## src/rtl/adder5_pkg.sv

```systemverilog
// Shared types and constants for the adder5 frame accumulator slice.
// Latency: n/a (declarations only).
// Backpressure: n/a.
//   state_e   : frame accumulator FSM states
//   OPER_W    : width of one {carry, sum} beat operand
//   cnt_width : beat counter width for a given frame length
package adder5_pkg;

    typedef enum logic {
        ACCUM = 1'b0,
        HOLD  = 1'b1
    } state_e;

    localparam int OPER_W = 6;

    // At least one bit, even for the smallest legal frame of 2 beats.
    function automatic int cnt_width(input int beats);
        return (beats <= 2) ? 1 : $clog2(beats);
    endfunction

endpackage

```

## src/rtl/adder5_beat_counter.sv

```systemverilog
// Beat counter for one frame; wraps to zero on the beat that completes a frame.
// Latency: last is combinational from the registered count.
// Backpressure: none; the caller gates inc with its own handshake.
//   clk, rst_n : clock, async active-low reset
//   inc        : count one accepted beat
//   clr        : synchronous clear, wins over inc
//   last       : count equals BEATS-1 (the next accepted beat ends the frame)
module adder5_beat_counter #(
    parameter int BEATS = 8,
    parameter int CNT_W = 3
) (
    input  logic clk,
    input  logic rst_n,
    input  logic inc,
    input  logic clr,
    output logic last
);

    localparam logic [CNT_W-1:0] LAST_VAL = CNT_W'(BEATS - 1);

    logic [CNT_W-1:0] cnt_q;
    logic [CNT_W-1:0] cnt_d;

    assign last = (cnt_q == LAST_VAL);

    always_comb begin
        cnt_d = cnt_q;
        if (clr) begin
            cnt_d = '0;
        end else if (inc) begin
            cnt_d = last ? '0 : cnt_q + CNT_W'(1);
        end
    end

    always_ff @(posedge clk or negedge rst_n) begin
        if (!rst_n) begin
            cnt_q <= '0;
        end else begin
            cnt_q <= cnt_d;
        end
    end

endmodule

```

## src/rtl/adder5_frame_accumulator.sv

```systemverilog
// Sums frames of BEATS 6-bit {carry, sum} beats into an ACC_W-bit total with sticky overflow.
// Latency: out_valid rises on the edge that captures the last beat of a frame.
// Backpressure: in_ready drops while a result is held; in_ready depends only on state.
//   clk, rst_n           : clock, async active-low reset
//   clr                  : abort the partial frame (ignored while a result is held)
//   in_sum, in_carry     : beat operand {in_carry, in_sum}
//   in_valid / in_ready  : input handshake
//   out_data, out_ovf    : frame total modulo 2^ACC_W, overflow seen in the frame
//   out_valid / out_ready: output handshake
module adder5_frame_accumulator
    import adder5_pkg::*;
#(
    parameter int BEATS = 8,
    parameter int ACC_W = 9
) (
    input  logic             clk,
    input  logic             rst_n,
    input  logic             clr,
    input  logic [4:0]       in_sum,
    input  logic             in_carry,
    input  logic             in_valid,
    output logic             in_ready,
    output logic [ACC_W-1:0] out_data,
    output logic             out_ovf,
    output logic             out_valid,
    input  logic             out_ready
);

    localparam int CNT_W = cnt_width(BEATS);
    localparam int SUM_W = ACC_W + 1;

    state_e           state_q, state_d;
    logic [ACC_W-1:0] acc_q, acc_d;
    logic             ovf_q, ovf_d;
    logic [ACC_W-1:0] out_data_q, out_data_d;
    logic             out_ovf_q, out_ovf_d;

    logic [SUM_W-1:0] oper_ext;
    logic [SUM_W-1:0] sum;
    logic             clr_accum;
    logic             beat_add;
    logic             cnt_last;

    assign in_ready  = (state_q == ACCUM);
    assign out_valid = (state_q == HOLD);
    assign out_data  = out_data_q;
    assign out_ovf   = out_ovf_q;

    // A clear in ACCUM still shows in_ready, but the same-cycle beat is dropped.
    assign clr_accum = clr & in_ready;
    assign beat_add  = in_valid & in_ready & ~clr;

    // One extra bit on top of the accumulator captures the carry of each add.
    assign oper_ext = SUM_W'({in_carry, in_sum});
    assign sum      = {1'b0, acc_q} + oper_ext;

    adder5_beat_counter #(
        .BEATS (BEATS),
        .CNT_W (CNT_W)
    ) u_beat_counter (
        .clk   (clk),
        .rst_n (rst_n),
        .inc   (beat_add),
        .clr   (clr_accum),
        .last  (cnt_last)
    );

    always_comb begin
        state_d    = state_q;
        acc_d      = acc_q;
        ovf_d      = ovf_q;
        out_data_d = out_data_q;
        out_ovf_d  = out_ovf_q;
        case (state_q)
            ACCUM: begin
                if (clr_accum) begin
                    acc_d = '0;
                    ovf_d = 1'b0;
                end else if (beat_add) begin
                    if (cnt_last) begin
                        out_data_d = sum[ACC_W-1:0];
                        out_ovf_d  = ovf_q | sum[ACC_W];
                        acc_d      = '0;
                        ovf_d      = 1'b0;
                        state_d    = HOLD;
                    end else begin
                        acc_d = sum[ACC_W-1:0];
                        ovf_d = ovf_q | sum[ACC_W];
                    end
                end
            end
            HOLD: begin
                // Result stays put until taken; clr cannot withdraw it.
                if (out_ready) begin
                    state_d = ACCUM;
                end
            end
            default: state_d = ACCUM;
        endcase
    end

    always_ff @(posedge clk or negedge rst_n) begin
        if (!rst_n) begin
            state_q    <= ACCUM;
            acc_q      <= '0;
            ovf_q      <= 1'b0;
            out_data_q <= '0;
            out_ovf_q  <= 1'b0;
        end else begin
            state_q    <= state_d;
            acc_q      <= acc_d;
            ovf_q      <= ovf_d;
            out_data_q <= out_data_d;
            out_ovf_q  <= out_ovf_d;
        end
    end

endmodule

```

## config.mk

```make
export PLATFORM = sky130hd
export DESIGN_NAME = adder5_frame_accumulator
export DESIGN_NICKNAME = d
export VERILOG_FILES = /design/src/rtl/adder5_pkg.sv /design/src/rtl/adder5_beat_counter.sv /design/src/rtl/adder5_frame_accumulator.sv
export SDC_FILE = /design/constraint.sdc
export NUM_CORES = 1
export LEC_CHECK = 0
export CAP_MARGIN = 40
export CORE_UTILIZATION = 57
export CTS_CLUSTER_DIAMETER = 60
export DETAILED_ROUTE_END_ITERATION = 16
export PLACE_DENSITY = 0.84
export SKIP_LAST_GASP = 1
export SLEW_MARGIN = 5
export SYNTH_ARGS = -nofsm -noshare
export SYNTH_HDL_FRONTEND = slang
export SYNTH_SLANG_ARGS = --single-unit
```

## constraint.sdc

```tcl
create_clock -name clk -period 5.8 [get_ports clk]
set_clock_uncertainty 0.15 [all_clocks]
set_input_delay 1.16 -clock clk [delete_from_list [all_inputs] [get_ports clk]]
set_output_delay 1.16 -clock clk [all_outputs]
set_load 0.05 [all_outputs]
```

## Word level (Yosys, flattened, before mapping)

Cells that the tools add are included.

- Reduce and logical (&&, ||, !) cells: 3
- Bitwise operators: 7
- Multiplexer cells: 14
- Add/subtract/negate cells: 2
- Eq/ne operators: 1

Operators by type and width:

| kind | number |
|---|---|
| $mux W9 | 3 |
| $add A9 B6 Y10 | 1 |
| $mux W3 | 3 |
| $mux W1 | 7 |
| $reduce_and A4 Y1 | 1 |
| $add A3 B1 Y3 const B | 1 |
| $and A1 B1 Y1 | 3 |
| $eq A3 B3 Y1 const B | 1 |
| $not A1 Y1 | 3 |
| $pmux W1 S2 | 1 |
| $reduce_and A2 Y1 | 1 |
| $reduce_bool A2 Y1 | 1 |
| $or A1 B1 Y1 | 1 |

- Word-level logic and storage cells: 33
- Register bits: 24

## Depth between registers and ports, before layout

- Depth after elaboration: 6
- Mapped depth: 7

## Hierarchy

Synthesis repeated with hierarchy kept, for this count alone.

- Cell total of the unflattened synthesis: 154
- Area total of the unflattened synthesis: 1,418.9 um^2

Modules (own cells, without submodules):

| module | times used | area an instance (um^2) | cells an instance |
|---|---|---|---|
| adder5_frame_accumulator | 1 | 1,267.5 | 142 |
| adder5_beat_counter | 1 | 151.4 | 12 |

## Least setup slack after synthesis

OpenSTA, ideal clock, no wires.

- Kind: input to register
- From: input port in_sum[0]
- To: register acc_q[6]
- Stages on the path: 6
- Slack: 2.921 ns
- Library setup time: 0.122 ns
- Arrival time: 2.608 ns
- Path buffers: 0
- Path through: ha_1 -> fa_1 -> a211oi_1 -> o21bai_1 -> a21o_1 -> a32o_1

- Word-level cells in the longest chain between the ends: 4

Ends and longest elaborated chain:

| element | RTL line | text |
|---|---|---|
| start, declared | adder5_frame_accumulator.sv:19 | `input logic [4:0] in_sum,` |
| $add A9 B6 Y10 | adder5_frame_accumulator.sv:55 | `assign sum = {1'b0, acc_q} + oper_ext;` |
| $mux W9 | adder5_frame_accumulator.sv:80 | `if (cnt_last) begin` |
| $mux W9 | adder5_frame_accumulator.sv:79 | `end else if (beat_add) begin` |
| $mux W9 | adder5_frame_accumulator.sv:76 | `if (clr_accum) begin` |
| end signal, assigned | adder5_frame_accumulator.sv:105 | `acc_q <= '0;` |
| end signal, assigned | adder5_frame_accumulator.sv:111 | `acc_q <= acc_d;` |
| end, declared | adder5_frame_accumulator.sv:33 | `logic [ACC_W-1:0] acc_q, acc_d;` |

No other way between the ends. The select of a mux whose other input is x is not followed.
A chain may end at the register's enable or synchronous reset.

## Worst setup path in the final report

- From: input port clr
- To: register out_data_q[8] (netlist: out_data[8])

- Word-level cells in the longest chain between the ends: 3
- Elaborated cells on any way between the ends: 5
- Classes of those cells: 4 x bitwise; 1 x reduce/logical

Ends and longest elaborated chain:

| element | RTL line | text |
|---|---|---|
| start, declared | adder5_frame_accumulator.sv:18 | `input logic clr,` |
| $and A1 B1 Y1 / $not A1 Y1 (equally long branches) | adder5_frame_accumulator.sv:50, adder5_frame_accumulator.sv:51 |  |
| $not A1 Y1 (no line) / $and A1 B1 Y1 (equally long branches) | -- |  |
| $reduce_and A4 Y1 (no line) * | -- |  |
| end signal, assigned | adder5_frame_accumulator.sv:113 | `out_data_q <= out_data_d;` |
| end, declared | adder5_frame_accumulator.sv:35 | `logic [ACC_W-1:0] out_data_q, out_data_d;` |

Every way passes the cells marked *; elsewhere a longest branch is shown, timed or not.

==> summary.md <==
| Metric | Value |
|---|---|
| Status | `completed` |
| Unrepaired setup endpoints after global routing | `false` |
| Worst EP arrival | `roughly 3300 ps` |
| Number of antenna violations at the first check in global routing | `0` |
| CP peak stage delay | `790 ps` |
| Gr usage total | `0.295` |
| H-tree depth | `1` |
| TritonCTS Sinks | `24` |
| Area grow syn2layout | `19.8%` |
| Initial DRT Pass Iterations | `4` |
| Fraction of layout cells with a size suffix above 1 | `0.0457` |
| Synth area leader | `dfrtp_1` |
| Post-CTS Repair Setup Buffers | `0` |
| Port bufs | `22` |
| Minimum clock period | `roughly 3200 ps` |
| Vias in the first global route | `1315` |
| Post-Syn Nets | `176` |
| Max Fclk | `0.311 GHz` |
| Synth Register Bits | `24` |
| Dominant cells by area after synthesis | `dfrtp_1 (42%), ha_1 (7.0%), nand2_1 (5.5%), o21ai_0 (4.9%), nor2_1 (3.1%)` |
| TritonCTS clock tree | `built` |
| Worst path slowest cell | `nand4bb_1` |
| Setup violations, final | `0` |
| Slew @ Worst Pin | `approximately 820 ps` |
| Worst vdd ir | `approximately 150 uV` |
| Worst-Skew Late Latency | `320 ps` |
| Period utilization | `0.555` |
| Placed Instances | `199` |
| Primary FF master, synth | `dfrtp_1` |
| Crit-path cells | `clkdlybuf4s50_1 -> nand4bb_1 -> or4_1 -> nand3_1` |
| Slew Limit Headroom | `0.450` |
| Unique masters post-synth | `39` |
| Largest net degree at the start of global routing | `21` |
| Cell Area, Synth | `around 1400 sq um` |
| Detailed placer's ending HPWL | `2420 microns` |
| 1st-iter DRT viols | `44` |
| Clock power frac | `0.291` |
| Syn Inst Count | `~160` |
| Post-synth EDFFs | `0` |
| Setup CP Type | `input port to flop` |
| Clock buffer depth | `2` |
| DR vias/cell | `6.30` |
| Final hold violations | `0` |
| Combinational power share | `0.269` |
| PwrDens | `254 nW/um^2` |
| Commonest non-fill, non-tap cell in the layout | `dfrtp_1` |
| Switching share of power | `0.317` |
| Hold crit path type | `flop to flop` |
| Post-Route WL | `3450 microns` |
| Setup crit start kind | `input port` |
| Max cap viols | `0` |
| First-pass GRT wire length | `6000 microns` |
| Post-route DRC | `0` |
| RePlAce Congestion | `0.912` |
| Critical path capture point type | `flop` |
| Diodes inserted | `0` |
| Psw | `approximately 0.14 mW` |
| TritonCTS Buffers | `3` |
| GRT overflow | `0` |
| Rows | `17` |
| Syn. warnings | `0` |
| Commonest non-fill, non-tap cells in the layout | `dfrtp_1 (24), clkdlybuf4s50_1 (22), nand2_1 (21)` |
| Io pins | `23` |
| Nets | `196` |
| Pint | `0.298 mW` |
| CTS clock-pin slew for the worst setup and hold paths | `roughly 150 ps` |
| Core box area | `around 2300 sq um` |
| DR WL/cell | `~17 microns` |
| Die span in x | `52.2 microns` |
| DIE HEIGHT | `52.2 microns` |
| Pre-CTS WS | `2300 ps` |
| Top cell type's share of synthesized area | `0.418` |
| Seq/Total Area, Yosys | `0.418` |
| Detailed-route via count | `1278` |
| Fin cells | `between 200 and 250` |
| Syn_area_per_cell | `9.20 sq um` |
| CTS root buffer | `clkbuf_4` |
| Min setup slack post-route | `2580 ps` |
| Setup_tns | `0 ps` |
| CP Max Fanout | `20` |
| Asr flop ratio synth | `1.00` |
| Flop pwr share | `0.440` |
| Die area | `about 2700 sq um` |
| Leakage | `0.774 nW` |
| Max-slew violations | `0` |
| Hold_buf cts | `0` |
| Critical Path RT | `5920 ps` |
| Antenna viol nets, final | `0` |
| Initial Util | `0.625` |
| CTS resizes | `0` |
==> power by group through the flow <==
| stage | clock, mW | combinational, mW | sequential [mW] |
|---|---|---|---|
| floorplan | 0 | 0.0763 | 0.197 |
| global placement | 0 | 0.108 | 0.194 |
| global route | 0.132 | 0.129 | 0.195 |
| CTS | 0.125 | 0.116 | 0.192 |
| finish | 0.127 | 0.117 | 0.192 |
| detailed placement | 0 | 0.114 | 0.195 |
==> layer usage <==
layer | vias up | global-route usage | wire length (microns)
met5 | - | 0 | 0
met4 | 0 | 0.0789 | 48
met3 | 8 | 0.0377 | 176
met2 | 51 | 0.496 | 1670
met1 | 618 | 0.403 | 1560
li1 | 601 | - | -
==> through the flow <==
stage                     utilization  power (mW)  hold slack, ps  cell area (sq um)
after global placement          0.719       0.302             315               1650
final                           0.748       0.436             347               1720
after floorplan                     -       0.273             294               1440
after global routing            0.748       0.455             378               1720
after detailed placement        0.725       0.309             320               1670
after CTS                       0.748       0.433             352               1720
==> synth_stat cells, drive strengths merged, types with 4 or more instances <==
master   n
a21oi    8
nand3    8
clkbuf   7
nor2b    4
ha       8
nand2   21
nor2    12
dfrtp   24
a22o     5
o21ai   15
==> path summary, 6_finish.rpt <==
kind / start / endpoint / slack [ps] / cells after the start
min in group asynchronous: rst_n / out_data[3] / 1030 / 1
max: clr / out_data[8] / 2580 / 4
min reg2reg: out_ovf / out_ovf / 350 / 2
min: out_ovf / out_ovf / 350 / 2
max in group asynchronous: rst_n / ovf_q / 3980 / 2
max reg2reg: u_beat_counter.cnt_q[0] / out_data[8] / 3300 / 5
==> registers in the layout, indices dropped and copies added, names as in the netlist <==
signal                count
out_ovf                   1
ovf_q                     1
acc_q                     9
out_data                  9
out_valid                 1
u_beat_counter.cnt_q      3
==> area by class of cell <==
class / instances / area, sq um
fill: 186 / 578
clock buffer: 3 / 22.5
clock inverter: 1 / 30.0
inverter: 3 / 11.3
timing repair buffer: 23 / 235
sequential: 24 / 601
tap: 28 / 35.0
multi-input combinational: 121 / 785
==> worst max-delay path: cells and delay by family <==
kind          cells  cell delay, ps
buf+inv           1             540
simple gates      3            1640
==> cells by family after synthesis <==
logic type,Yosys count,synth area share
buffers and inverters,11,0.0349
multiplexers,4,0.0296
AO/OA/AOI/OAI,44,0.199
adder cells (fa/ha/maj),9,0.0837
flip-flops,24,0.418
XOR/XNOR,3,0.0183
AND/OR/NAND/NOR,61,0.216
(Power assumes the default switching activity.)
